$ cat src/rtl/uart_pkg.sv
// Shared UART definitions: line-rate encoding, receiver states, frame constants
// and the oversample divisor helper used by both receiver and transmitter.
package uart_pkg;

    localparam int unsigned DATA_BITS  = 8;
    localparam int unsigned OVERSAMPLE = 16;

    typedef enum logic [1:0] {
        BAUD_9600   = 2'b00,
        BAUD_19200  = 2'b01,
        BAUD_57600  = 2'b10,
        BAUD_115200 = 2'b11
    } baudrate_t;

    typedef enum logic [2:0] {
        RX_IDLE,
        RX_START,
        RX_DATA,
        RX_STOP,
        RX_BREAK
    } rx_state_t;

    // Clocks per oversample tick, rounded to nearest.
    function automatic int unsigned baud_divisor(input int unsigned clock_freq_hz,
                                                 input baudrate_t   baud);
        int unsigned rate;
        case (baud)
            BAUD_9600:   rate = 9600;
            BAUD_19200:  rate = 19200;
            BAUD_57600:  rate = 57600;
            default:     rate = 115200;
        endcase
        return (clock_freq_hz + (OVERSAMPLE * rate) / 2) / (OVERSAMPLE * rate);
    endfunction

endpackage

$ cat src/rtl/uart_fifo.sv
// Synchronous first-word-fall-through FIFO with occupancy count, registered
// empty flag and registered level-threshold flag (threshold 0 acts as 1).
module uart_fifo #(
    parameter int unsigned WIDTH = 8,
    parameter int unsigned DEPTH = 16
) (
    input  logic                     clock_i,
    input  logic                     reset_i,
    input  logic                     wr_en_i,
    input  logic [WIDTH-1:0]         wr_data_i,
    input  logic                     rd_en_i,
    input  logic [$clog2(DEPTH):0]   thresh_i,
    output logic [WIDTH-1:0]         rd_data_o,
    output logic [$clog2(DEPTH):0]   count_o,
    output logic                     empty_o,
    output logic                     thresh_reached_o
);

    localparam int unsigned AW = $clog2(DEPTH);
    localparam int unsigned CW = AW + 1;

    logic [WIDTH-1:0] mem_q [DEPTH];
    logic [AW-1:0]    wr_ptr_q, rd_ptr_q;
    logic [CW-1:0]    count_q, count_d;
    logic [CW-1:0]    thresh_eff;
    logic             empty_q, reached_q;
    logic             do_wr, do_rd;

    // A write into a full FIFO is still accepted when a pop frees a slot in the same cycle.
    always_comb begin
        do_rd      = rd_en_i && !empty_q;
        do_wr      = wr_en_i && ((count_q != CW'(DEPTH)) || do_rd);
        thresh_eff = (thresh_i == '0) ? CW'(1) : thresh_i;
        count_d    = count_q;
        if (do_wr && !do_rd) begin
            count_d = count_q + 1'b1;
        end else if (do_rd && !do_wr) begin
            count_d = count_q - 1'b1;
        end
    end

    always_ff @(posedge clock_i) begin
        if (reset_i) begin
            wr_ptr_q  <= '0;
            rd_ptr_q  <= '0;
            count_q   <= '0;
            empty_q   <= 1'b1;
            reached_q <= 1'b0;
        end else begin
            if (do_wr) wr_ptr_q <= wr_ptr_q + 1'b1;
            if (do_rd) rd_ptr_q <= rd_ptr_q + 1'b1;
            count_q   <= count_d;
            empty_q   <= (count_d == '0);
            reached_q <= (count_d >= thresh_eff);
        end
    end

    always_ff @(posedge clock_i) begin
        if (do_wr) mem_q[wr_ptr_q] <= wr_data_i;
    end

    assign rd_data_o        = empty_q ? '0 : mem_q[rd_ptr_q];
    assign count_o          = count_q;
    assign empty_o          = empty_q;
    assign thresh_reached_o = reached_q;

endmodule

$ cat src/rtl/uart_receiver.sv
// 8N1 UART receiver: line synchronizer, 16x oversample tick, frame FSM and
// shift register feeding a FWFT receive buffer with error pulses.
module uart_receiver
    import uart_pkg::*;
#(
    parameter int unsigned CLOCK_FREQ_HZ = 50_000_000,
    parameter int unsigned BUFFER_DEPTH  = 16
) (
    input  logic                          clock_i,
    input  logic                          reset_i,
    input  logic                          uart_rx_i,
    input  logic [1:0]                    baudrate_select_i,
    input  logic [$clog2(BUFFER_DEPTH):0] data_buffer_ready_tresh_i,
    input  logic                          data_read_i,
    output logic [7:0]                    data_o,
    output logic                          data_buffer_empty_o,
    output logic                          data_buffer_ready_o,
    output logic                          frame_error_o,
    output logic                          overrun_error_o
);

    localparam int unsigned DIV_9600   = baud_divisor(CLOCK_FREQ_HZ, BAUD_9600);
    localparam int unsigned DIV_19200  = baud_divisor(CLOCK_FREQ_HZ, BAUD_19200);
    localparam int unsigned DIV_57600  = baud_divisor(CLOCK_FREQ_HZ, BAUD_57600);
    localparam int unsigned DIV_115200 = baud_divisor(CLOCK_FREQ_HZ, BAUD_115200);
    localparam int unsigned DIV_W      = $clog2(DIV_9600 + 1);
    localparam int unsigned TICK_W     = $clog2(OVERSAMPLE);
    localparam int unsigned BIT_W      = $clog2(DATA_BITS);
    localparam int unsigned CNT_W      = $clog2(BUFFER_DEPTH) + 1;

    logic                 rx_meta_q, rx_s_q;
    rx_state_t            state_q, state_d;
    baudrate_t            baud_q, baud_d;
    logic [DIV_W-1:0]     div_cnt_q, div_cnt_d, div_last;
    logic [TICK_W-1:0]    tick_cnt_q, tick_cnt_d;
    logic [BIT_W-1:0]     bit_cnt_q, bit_cnt_d;
    logic [DATA_BITS-1:0] shift_q, shift_d;
    logic                 frame_err_q, frame_err_d;
    logic                 overrun_q, overrun_d;
    logic                 tick, push;
    logic [CNT_W-1:0]     fifo_count;

    always_ff @(posedge clock_i) begin
        if (reset_i) begin
            rx_meta_q <= 1'b1;
            rx_s_q    <= 1'b1;
        end else begin
            rx_meta_q <= uart_rx_i;
            rx_s_q    <= rx_meta_q;
        end
    end

    always_comb begin
        div_last = DIV_W'(DIV_115200 - 1);
        case (baud_q)
            BAUD_9600:   div_last = DIV_W'(DIV_9600 - 1);
            BAUD_19200:  div_last = DIV_W'(DIV_19200 - 1);
            BAUD_57600:  div_last = DIV_W'(DIV_57600 - 1);
            default:     div_last = DIV_W'(DIV_115200 - 1);
        endcase
        tick      = (state_q != RX_IDLE) && (div_cnt_q == div_last);
        div_cnt_d = (state_q == RX_IDLE || tick) ? '0 : div_cnt_q + 1'b1;
    end

    always_comb begin
        state_d     = state_q;
        baud_d      = baud_q;
        tick_cnt_d  = tick ? tick_cnt_q + 1'b1 : tick_cnt_q;
        bit_cnt_d   = bit_cnt_q;
        shift_d     = shift_q;
        push        = 1'b0;
        frame_err_d = 1'b0;
        case (state_q)
            RX_IDLE: begin
                if (!rx_s_q) begin
                    tick_cnt_d = '0;
                    bit_cnt_d  = '0;
                    baud_d     = baudrate_t'(baudrate_select_i);
                    state_d    = RX_START;
                end
            end
            RX_START: begin
                if (tick && tick_cnt_q == TICK_W'(OVERSAMPLE / 2 - 1)) begin
                    if (rx_s_q) begin
                        state_d = RX_IDLE;
                    end else begin
                        tick_cnt_d = '0;
                        state_d    = RX_DATA;
                    end
                end
            end
            // Tick count wraps 15->0 on each sample, keeping every later sample mid-bit.
            RX_DATA: begin
                if (tick && tick_cnt_q == TICK_W'(OVERSAMPLE - 1)) begin
                    shift_d   = {rx_s_q, shift_q[DATA_BITS-1:1]};
                    bit_cnt_d = bit_cnt_q + 1'b1;
                    if (bit_cnt_q == BIT_W'(DATA_BITS - 1)) state_d = RX_STOP;
                end
            end
            RX_STOP: begin
                if (tick && tick_cnt_q == TICK_W'(OVERSAMPLE - 1)) begin
                    if (rx_s_q) begin
                        push    = 1'b1;
                        state_d = RX_IDLE;
                    end else begin
                        frame_err_d = 1'b1;
                        state_d     = RX_BREAK;
                    end
                end
            end
            RX_BREAK: begin
                if (rx_s_q) state_d = RX_IDLE;
            end
            default: state_d = RX_IDLE;
        endcase
        overrun_d = push && (fifo_count == CNT_W'(BUFFER_DEPTH)) && !data_read_i;
    end

    always_ff @(posedge clock_i) begin
        if (reset_i) begin
            state_q     <= RX_IDLE;
            baud_q      <= BAUD_9600;
            div_cnt_q   <= '0;
            tick_cnt_q  <= '0;
            bit_cnt_q   <= '0;
            shift_q     <= '0;
            frame_err_q <= 1'b0;
            overrun_q   <= 1'b0;
        end else begin
            state_q     <= state_d;
            baud_q      <= baud_d;
            div_cnt_q   <= div_cnt_d;
            tick_cnt_q  <= tick_cnt_d;
            bit_cnt_q   <= bit_cnt_d;
            shift_q     <= shift_d;
            frame_err_q <= frame_err_d;
            overrun_q   <= overrun_d;
        end
    end

    uart_fifo #(
        .WIDTH (DATA_BITS),
        .DEPTH (BUFFER_DEPTH)
    ) u_rx_fifo (
        .clock_i          (clock_i),
        .reset_i          (reset_i),
        .wr_en_i          (push),
        .wr_data_i        (shift_q),
        .rd_en_i          (data_read_i),
        .thresh_i         (data_buffer_ready_tresh_i),
        .rd_data_o        (data_o),
        .count_o          (fifo_count),
        .empty_o          (data_buffer_empty_o),
        .thresh_reached_o (data_buffer_ready_o)
    );

    assign frame_error_o   = frame_err_q;
    assign overrun_error_o = overrun_q;

endmodule

$ cat config.mk
export PLATFORM = sky130hd
export DESIGN_NAME = uart_receiver
export DESIGN_NICKNAME = d
export VERILOG_FILES = /design/src/rtl/uart_pkg.sv /design/src/rtl/uart_fifo.sv /design/src/rtl/uart_receiver.sv
export SDC_FILE = /design/constraint.sdc
export NUM_CORES = 1
export LEC_CHECK = 0
export CORE_UTILIZATION = 25
export DETAILED_ROUTE_END_ITERATION = 10
export PLACE_DENSITY_LB_ADDON = 0.3
export SLEW_MARGIN = 40
export SYNTH_ARGS = -nofsm -noshare
export SYNTH_HDL_FRONTEND = slang
export SYNTH_SLANG_ARGS = --single-unit
export TNS_END_PERCENT = 50
$ cat constraint.sdc
create_clock -name clock_i -period 3.9 [get_ports clock_i]
set_clock_uncertainty 0.1 [all_clocks]
set_input_delay 0.585 -clock clock_i [delete_from_list [all_inputs] [get_ports clock_i]]
set_output_delay 0.585 -clock clock_i [all_outputs]
set_load 0.01 [all_outputs]
==> flow_summary_export.csv, run 1 <==
group,metric,value,unit
run_status,result_of_the_run,"complete, no violations",
sta,final-hold-violation-count,0,
final_layout,utilization,30.0,%
sta,finalSetupViolations,0,
synthesis,yosysTopAreaCell,"sky130_fd_sc_hd__edfxtp_1",
synthesis,synth-main-ff-cell,"sky130_fd_sc_hd__edfxtp_1",
drt,drc,0,
final_layout,post_route_cells_drive_above_1_share,19.8,%
placement,buffer_ports.inserted,22,
drt,via_per_inst,4.39,
cts,cts_sinks,180,
power_and_ir_drop,combinationalPowerShare,13.7,%
final_layout,antenna-diode-count,0,
cts,htree_levels,4,
synthesis,synth_top_area_share,50.9,%
hold_path,holdCritPathClass,"flip-flop to flip-flop",
cts,post-cts-setup-buffer-count,0,
sta,timing.setup.tns,0,ps
grt,grt_pass1_wl,24100,um
setup_path,critical_path.top_delay_family,"multiplexers",
setup_path,rr_startpoint,"baud_q[0]$_SDFFE_PP0P_",
power_and_ir_drop,net-switching-power,1.13,mW
setup_path,critical_path.reg2reg.endpoint,"u_rx_fifo.thresh_reached_o$_SDFF_PP0_",
setup_path,setup.worst_path.start_class,"flip-flop",
setup_path,worst_ep_required_time,3210,ps
grt,grt_use_total,10.6,%
floorplan,initial_core_util,25.4,%
drt,vias,4154,
setup_path,worst_r2r_path_depth,14,
job,drv_cap,0,
synthesis,top_post_synthesis_cells_by_area,"sky130_fd_sc_hd__edfxtp_1, sky130_fd_sc_hd__dfxtp_1, sky130_fd_sc_hd__mux4_2, sky130_fd_sc_hd__ha_1, sky130_fd_sc_hd__nor2_1",
setup_path,criticalPathCategory,"flip-flop to primary output",
cts,cts-resized-gates,0,
drt,detailedRoute.firstIterationViolations,427,
final_layout,fin_nets,574,
synthesis,yosys_warn_count,0,
synthesis,synth_async_sr_flop_share,0,%
floorplan,fp.coreArea,29700,sq um
hold_path,min-delay-start,"rx_meta_q$_SDFF_PP1_",
drt,totalWireLength,15500,um
placement,gp_congestion,0.771,
setup_path,worst_path_most_repeated_cell,"sky130_fd_sc_hd__mux4_2",
power_and_ir_drop,powerDensity,495,nW/um^2
floorplan,fp.dieW,176,um
grt,grt_antenna_before_repair,0,
cts,ctsHoldBuffers,0,
drt,wire_per_inst,16.4,um
sta,rsz0062_at_grt,"false",
floorplan,die-height,176,um
setup_path,critical_path.max_fanout,32,
setup_path,ff2ff_setup_slack,430,ps
sta,worst-slew-pin-transition,748,ps
cts,clk_pin_slew,70,ps
sta,fmax,288,MHz
synthesis,synth_cells,504,
synthesis,synthesis.nets,535,
power_and_ir_drop,swShare,25.6,%
floorplan,fp.dieArea,30900,sq um
sta,worst_slew_margin_rel,50.0,%
setup_path,critPathSlowestCell,"sky130_fd_sc_hd__mux4_2",
power_and_ir_drop,design_power_total,4.41,mW
final_layout,area.growth.synth_to_final,17.9,%
grt,globalRouteOverflowTotal,0,
power_and_ir_drop,pwr-share-seq,47.7,%
placement,dpl.hpwl,10400,um
setup_path,critPathBufInv,2,
setup_path,crit_path_max_incr_delay,620,ps
synthesis,synth-edff-count,128,
synthesis,syn-mean-instance-area,15.0,sq um
cts,clockRootBuffer,"sky130_fd_sc_hd__clkbuf_16",
sta,period_share,89.1,%
setup_path,cp_cell_sequence,"buf_12 > mux4_2 > mux4_2 > nor2b_1 > clkdlybuf4s50_1",
synthesis,synth_cell_types,53,
power_and_ir_drop,power_frac_clock,38.5,%
sta,hold_ws,313,ps
setup_path,worst_ep_arrival_time,2790,ps
cts,worst_skew_pair.late_latency,430,ps
drt,detail-route-antenna-nets,0,
floorplan,num_rows,63,
sta,fin_crit,3480,ps
sta,final_max_slew_viol_count,0,
cts,cts-buffers-inserted,17,
synthesis,ys_seq_elements,180,
grt,grt_max_degree,33,
synthesis,synth_sequential_area_ratio,64.6,%
power_and_ir_drop,leakage_power,2.90,nW
placement,place_ws,221,ps
hold_path,holdPathEnd,"rx_s_q$_SDFF_PP1_",
cts,ctsLongestPathBuffers,2,
setup_path,critical_path.endpoint_type,"primary output",
hold_path,number_of_cells_on_the_worst_hold_path,1,
drt,detailed_routing_iteration_count_for_the_pre_antenna_repair_pass,6,
cts,tritoncts_clock_tree,"built",
power_and_ir_drop,p_int,3.28,mW
power_and_ir_drop,vdd_ir_drop_max,0.000252,V
final_layout,filler_cell_count,2944,
floorplan,boundaryPins,23,
grt,via_count_of_the_first_global_routing_pass,4301,
synthesis,mappedNetlistArea,7560,sq um
sta,postLayoutSetupSlackWorst,423,ps
## placed cells by master, fill, tap and decap left out, drive strengths merged, types with 18 or more instances in the layout
cell type,instances
nand2,41
a21oi,19
edfxtp,128
buf,21
ha,20
dfxtp,52
clkdlybuf4s50,22
inv,21
nor2,44
mux4,40
clkbuf,18
## worst max-delay path by stage
stage                                            end  slack [ps]  cells past startpoint
3_5_place_dp   u_rx_fifo.thresh_reached_o$_SDFF_PP0_         220                     12
2_1_floorplan  u_rx_fifo.thresh_reached_o$_SDFF_PP0_         640                     14
4_1_cts                                    data_o[6]         390                      5
3_3_place_gp   u_rx_fifo.thresh_reached_o$_SDFF_PP0_         350                     12
6_report                                   data_o[6]         420                      5
5_1_grt        u_rx_fifo.thresh_reached_o$_SDFF_PP0_         180                     14
## cell usage after synthesis (3+ instances only)
master and count:
sky130_fd_sc_hd__nand3_1 14, sky130_fd_sc_hd__clkbuf_1 15, sky130_fd_sc_hd__dfxtp_1 52, sky130_fd_sc_hd__nand4_1 5
sky130_fd_sc_hd__xor2_1 15, sky130_fd_sc_hd__nor3_1 9, sky130_fd_sc_hd__mux2i_1 7, sky130_fd_sc_hd__xnor2_1 8
sky130_fd_sc_hd__and3_1 3, sky130_fd_sc_hd__nor4_1 3, sky130_fd_sc_hd__a21oi_1 19, sky130_fd_sc_hd__buf_2 4
sky130_fd_sc_hd__nor2_1 44, sky130_fd_sc_hd__edfxtp_1 128, sky130_fd_sc_hd__a21o_1 3, sky130_fd_sc_hd__ha_1 20
sky130_fd_sc_hd__nand2_1 41, sky130_fd_sc_hd__nand2b_1 7, sky130_fd_sc_hd__mux4_2 40, sky130_fd_sc_hd__and2_1 6
sky130_fd_sc_hd__nor2b_1 9, sky130_fd_sc_hd__inv_1 13
## power groups by stage
| stage | Sequential, mW | Clock [mW] | Combinational, mW |
|---|---|---|---|
| floorplan | 2.13 | 0 | 0.423 |
| global placement | 2.15 | 0 | 0.599 |
| detailed placement | 2.15 | 0 | 0.616 |
| CTS | 2.11 | 1.74 | 0.618 |
| global route | 2.11 | 1.83 | 0.663 |
| finish | 2.11 | 1.70 | 0.605 |
## per-stage QoR
| step | instances | area (sq um) |
|---|---|---|
| finish | 946 | 8910 |
| global route | 946 | 8910 |
| CTS | 946 | 8910 |
| detailed placement | 914 | 8320 |
| global placement | 914 | 8320 |
| floorplan | 504 | 7560 |
## registers in the layout (all words and copies together) (netlist names), 2 cells and up, named ones only
signal              cells
div_cnt_q               9
bit_cnt_q               3
shift_q                 8
tick_cnt_q              4
u_rx_fifo.count_o       5
baud_q                  2
u_rx_fifo.rd_ptr_q      4
u_rx_fifo.wr_ptr_q      4
state_q                 3
u_rx_fifo.mem_q       128
## cell families after synthesis
| group | after synthesis | share of synthesized area (%) |
|---|---|---|
| AOI/OAI and AO/OA | 37 | 3.38 |
| muxes | 47 | 12.8 |
| adders and majority gates | 20 | 3.31 |
| buffers and inverters | 36 | 2.17 |
| and+or+nand+nor | 161 | 11.0 |
| xor gates and xnor gates | 23 | 2.67 |
| DFF | 180 | 64.6 |
## layout make-up
| cell class | instances | area [sq um] | share of cell area, % |
|---|---|---|---|
| clock buffers | 18 | 429 | 4.82 |
| flip-flops and latches | 180 | 4890 | 54.8 |
| repair buffers | 43 | 390 | 4.38 |
| clock inverters | 14 | 159 | 1.78 |
| inverters | 13 | 48.8 | 0.548 |
| well taps | 390 | 488 | 5.48 |
| multi-input cells | 288 | 2510 | 28.1 |
## routing by layer
layer	GRT usage (%)	vias to the layer above	share of wire (%)
met5	0	-	0
met4	2.50	0	0.48
met3	2.73	6	3.9
met2	17.2	68	48
met1	14.1	2104	47
li1	-	1976	-
(Power assumes the default switching activity.)
==> run 2: changes to the inputs <==
- CORE_MARGIN: unset -> 2
==> run 2 against run 1 <==
Against the previous run: cell area barely moved; sequential cell count did not move; cell count fell by 0.21%; count of clock-buffer cells in the layout fell by 1.
==> flow_summary_export.csv, run 2 (synthesized netlist as in run 1, its figures left out) <==
group,metric,value,unit
sta,fmax,277,MHz
drt,via_per_inst,4.42,
final_layout,mostFrequentLayoutCells,"sky130_fd_sc_hd__edfxtp_1, sky130_fd_sc_hd__dfxtp_1, sky130_fd_sc_hd__nor2_1, sky130_fd_sc_hd__nand2_1, sky130_fd_sc_hd__mux4_2",
floorplan,fp.dieW,178,um
final_layout,layout_commonest_cell,"sky130_fd_sc_hd__edfxtp_1",
setup_path,worst_ep_required_time,3210,ps
final_layout,largest_register,"u_rx_fifo.mem_q",
hold_path,min-delay-start,"rx_meta_q$_SDFF_PP1_",
cts,cts_sinks,180,
drt,wire_per_inst,16.2,um
placement,gp_congestion,0.777,
floorplan,initial_core_util,25.4,%
setup_path,ff2ff_setup_slack,450,ps
floorplan,num_rows,63,
drt,drc,0,
hold_path,number_of_cells_on_the_worst_hold_path,1,
final_layout,largest_register_ff_count,128,
drt,detailed_routing_iteration_count_for_the_pre_antenna_repair_pass,5,
setup_path,critical_path.top_delay_family,"multiplexers",
drt,vias,4168,
setup_path,worst_ep_arrival_time,2930,ps
cts,tritoncts_clock_tree,"built",
sta,fin_crit,3620,ps
cts,cts-buffers-inserted,17,
floorplan,fp.dieArea,31600,sq um
grt,globalRouteOverflowTotal,0,
placement,buffer_ports.inserted,22,
setup_path,critPathBufInv,2,
final_layout,post_route_cells_drive_above_1_share,19.5,%
hold_path,holdPathEnd,"rx_s_q$_SDFF_PP1_",
drt,detail-route-antenna-nets,0,
floorplan,die-height,178,um
sta,final_max_slew_viol_count,0,
placement,dpl.hpwl,10400,um
power_and_ir_drop,vdd_ir_drop_max,0.000258,V
setup_path,crit_path_max_incr_delay,570,ps
grt,grt_pass1_wl,24300,um
setup_path,criticalPathCategory,"flip-flop to primary output",
sta,period_share,92.7,%
final_layout,antenna-diode-count,0,
setup_path,rr_startpoint,"baud_q[0]$_SDFFE_PP0P_",
grt,via_count_of_the_first_global_routing_pass,4234,
job,drv_cap,0,
setup_path,cp_cell_sequence,"buf_12 > mux4_2 > mux4_2 > nor2b_1 > clkdlybuf4s50_1",
sta,worst_slew_margin_rel,49.7,%
cts,post-cts-setup-buffer-count,0,
grt,grt_use_total,10.4,%
hold_path,holdCritPathClass,"flip-flop to flip-flop",
setup_path,setup.worst_path.start_class,"flip-flop",
final_layout,fin_nets,572,
sta,finalSetupViolations,0,
setup_path,critPathSlowestCell,"sky130_fd_sc_hd__dfxtp_2",
grt,grt_antenna_before_repair,0,
floorplan,fp.coreArea,29700,sq um
sta,final-hold-violation-count,0,
run_status,result_of_the_run,"complete, no violations",
power_and_ir_drop,powerDensity,495,nW/um^2
cts,htree_levels,4,
floorplan,boundaryPins,23,
grt,grt_max_degree,33,
setup_path,critical_path.endpoint_type,"primary output",
cts,worst_skew_pair.late_latency,420,ps
setup_path,worst_path_most_repeated_cell,"sky130_fd_sc_hd__mux4_2",
power_and_ir_drop,design_power_total,4.40,mW
cts,ctsLongestPathBuffers,2,
cts,ctsHoldBuffers,0,
drt,totalWireLength,15300,um
setup_path,critical_path.reg2reg.endpoint,"u_rx_fifo.thresh_reached_o$_SDFF_PP0_",
final_layout,top_regs,"u_rx_fifo.mem_q x128, div_cnt_q x9, shift_q x8",
setup_path,cp.depth,5,
drt,detailedRoute.firstIterationViolations,361,
sta,rsz0062_at_grt,"false",
sta,timing.setup.tns,0,ps
setup_path,worst_r2r_path_depth,14,
setup_path,critical_path.max_fanout,13,
power_and_ir_drop,leakage_power,2.88,nW
cts,clk_pin_slew,70,ps
cts,cts-resized-gates,0,
sta,worst-slew-pin-transition,751,ps
cts,clockRootBuffer,"sky130_fd_sc_hd__clkbuf_16",
final_layout,area.growth.synth_to_final,17.8,%
run 2: cell types whose count changed in the layout (fill, tap and decap cells not counted):
cell	delta
sky130_fd_sc_hd__buf_4	-3
sky130_fd_sc_hd__clkinv_4	-2
sky130_fd_sc_hd__clkinvlp_4	+2
sky130_fd_sc_hd__buf_12	+1
sky130_fd_sc_hd__clkbuf_1	-1
sky130_fd_sc_hd__clkinv_1	+1
run 2: how the worst max path moves through the flow:
stage | from | slack, ps | to
detailed placement | data_read_i | 230 | u_rx_fifo.thresh_reached_o$_SDFF_PP0_
floorplan | baud_q[0]$_SDFFE_PP0P_ | 640 | u_rx_fifo.thresh_reached_o$_SDFF_PP0_
finish | flip-flop | 280 | data_o[2]
global route | baud_q[0]$_SDFFE_PP0P_ | 120 | u_rx_fifo.thresh_reached_o$_SDFF_PP0_
CTS | flip-flop | 200 | data_o[2]
global placement | data_read_i | 350 | u_rx_fifo.thresh_reached_o$_SDFF_PP0_
run 2: layout make-up:
class | instances | area, sq um
clock inverters | 15 | 160
repair buffers | 41 | 388
multi-input cells | 288 | 2510
inverters | 13 | 48.8
clock buffers | 17 | 425
flip-flops and latches | 180 | 4890
fillers | 2908 | 20800
well taps | 390 | 488
run 2: layer usage:
metal / GRT usage [%] / wire length (um) / part of all wire [%] / up-vias
met5: 0 / 0 / 0 / -
met4: 2.56 / 121 / 0.79 / 0
met3: 2.59 / 584 / 3.8 / 11
met2: 16.5 / 7290 / 48 / 82
met1: 14.1 / 7300 / 48 / 2107
li1: - / - / - / 1968
run 2: worst register-to-register path, delay by kind of cell, from the launching register on:
family | cells | cell delay [ps]
AO/OA/AOI/OAI | 5 | 850
XOR/XNOR | 2 | 390
adder cells (fa/ha/maj) | 2 | 580
buffers and inverters | 1 | 90
flip-flops | 1 | 420
multiplexers | 1 | 310
AND/OR/NAND/NOR | 3 | 590
run 2: metrics by stage:
stage               util (%)  std cells  hold slack [ps]  cell area [sq um]  setup WS, ps
floorplan                  -        504              289               7560           637
global placement        28.0        912              298               8320           351
detailed placement      28.0        912              302               8320           232
CTS                     30.0        944              319               8900           196
global route            30.0        944              332               8900           125
finish                  30.0        944              316               8900           284
run 2: where the power goes:
part,switching [mW],leakage [nW],internal [mW]
clock network,0.774,0.280,0.909
logic,0.274,0.997,0.323
registers,0.0677,1.61,2.06
==> RTL edit: new RTL, config.mk and constraints of run 1 <==
The 5 states of `rx_state_t` get a one-hot encoding in 5 bits.
--- a/src/rtl/uart_pkg.sv
+++ b/src/rtl/uart_pkg.sv
@@ -14,8 +14,8 @@
 
-    typedef enum logic [2:0] {
-        RX_IDLE,
-        RX_START,
-        RX_DATA,
-        RX_STOP,
-        RX_BREAK
+    typedef enum logic [4:0] {
+        RX_IDLE  = 5'b00001,
+        RX_START = 5'b00010,
+        RX_DATA  = 5'b00100,
+        RX_STOP  = 5'b01000,
+        RX_BREAK = 5'b10000
     } rx_state_t;
Check against the original RTL: no difference found for any inputs over 10 cycles, from zero or initial values and one cycle with reset_i high; not proved beyond that.
==> RTL edit against run 1 <==
- critical path type unchanged
- worst setup slack better by 31 ps
- register-to-register slack better by 50 ps
- sequential cell count increased by 2
- wire length increased by 1.1%
- final area rose by 3.9%
- critical endpoint is now data_o[4]
- total power up 9.1%
- area after synthesis grew 4.4%
- worst hold slack got worse by 2.1 ps
- synthesized cell count up 5.8%
==> RTL edit: results (changes against run 1) <==
[metrics] status: finished clean
[metrics] switching power total: 0.00135 W (+20%)
[metrics] routed vias: 4403 (+6.0%)
[metrics] met1 GRT Util: 0.133 (-0.00794)
[metrics] endpoint arrival time on the critical path: 2760 ps (-30 ps)
[metrics] first-pass GRT wire length: 26.2 mm (+8.5%)
[metrics] count of mapped cells out of synthesis: 533 (+5.8%)
[metrics] Cell Area, Placed: 8600 µm² (+3.3%)
[metrics] ranking of synthesized cells by area: sky130_fd_sc_hd__edfxtp_1 49%, sky130_fd_sc_hd__dfxtp_1 14%, sky130_fd_sc_hd__mux4_2 11%
[metrics] slack of the worst reg-to-reg path: 480 ps (+50 ps)
[metrics] Routed WL: 15.7 mm (+1.1%)
[metrics] maximum clock frequency: 0.290 GHz (+0.89%)
[metrics] Yosys cell types: 58 (+9.4%)
[metrics] dpl ws: 495 ps (+274 ps)
[metrics] initial DRC count: 358 (-16%)
[metrics] Global Route met3 Usage: 0.0233 (-0.00397)
[metrics] post-synth net total: 565 (+5.6%)
[metrics] GRT Util Overall: 0.104 (-0.00221)
[metrics] number of iterations in the first detailed-routing pass: 5 (-1)
[metrics] adder-cell area share of the yosys netlist: 0.0333 (+0.000178)
[metrics] crit path to: data_o[4]
[metrics] post-synthesis compound-gate area fraction: 0.0428 (+0.00903)
[metrics] reported combinational group power: 0.000822 W (+36%)
[metrics] DP Cell Count: 940 (+2.8%)
[metrics] clock group total power: 0.00186 W (+9%)
[metrics] sequential fraction of the synthesis area: 0.624 (-0.0224)
[metrics] count of cells along the worst register-to-register path: 17 (+3)
[metrics] remaining max-slew budget at the tightest pin: 0.516 (+0.0152)
[metrics] Met2 Routed Length: 7.82 mm (+4.8%)
[metrics] worst IR drop on VDD: 0.283 mV (+12%)
[metrics] post-DR vias/cell: 4.53 (+3.2%)
[metrics] multiplexer share of the synthesized area: 0.131 (+0.00215)
[RTL edit: changes by cell type in the layout (fill, tap and decap cells not counted), moves of 5 or more]
cell | before | now
sky130_fd_sc_hd__and3_1 | 3 | 11
sky130_fd_sc_hd__buf_4 | 20 | 14
sky130_fd_sc_hd__inv_12 | 0 | 5
sky130_fd_sc_hd__mux2i_1 | 7 | 13
sky130_fd_sc_hd__nand2_1 | 41 | 22
sky130_fd_sc_hd__nor2b_1 | 9 | 15
sky130_fd_sc_hd__xor2_1 | 15 | 10
[RTL edit: cell type report]
class                      instances  area [µm²]
clock buffer                      17         425
clock inverter                    15         225
fill                            3022       21600
inverter                          15        56.3
multi-input combinational        310        2780
sequential                       182        4930
tap                              396         495
timing repair buffer              37         345
[RTL edit: critical path, delay by kind of cell (launching register included)]
| kind | cells | cell delay, ps |
|---|---|---|
| buffers and inverters | 2 | 740 |
| flip-flops | 1 | 350 |
| multiplexers | 2 | 1080 |
| AND/OR/NAND/NOR | 1 | 150 |
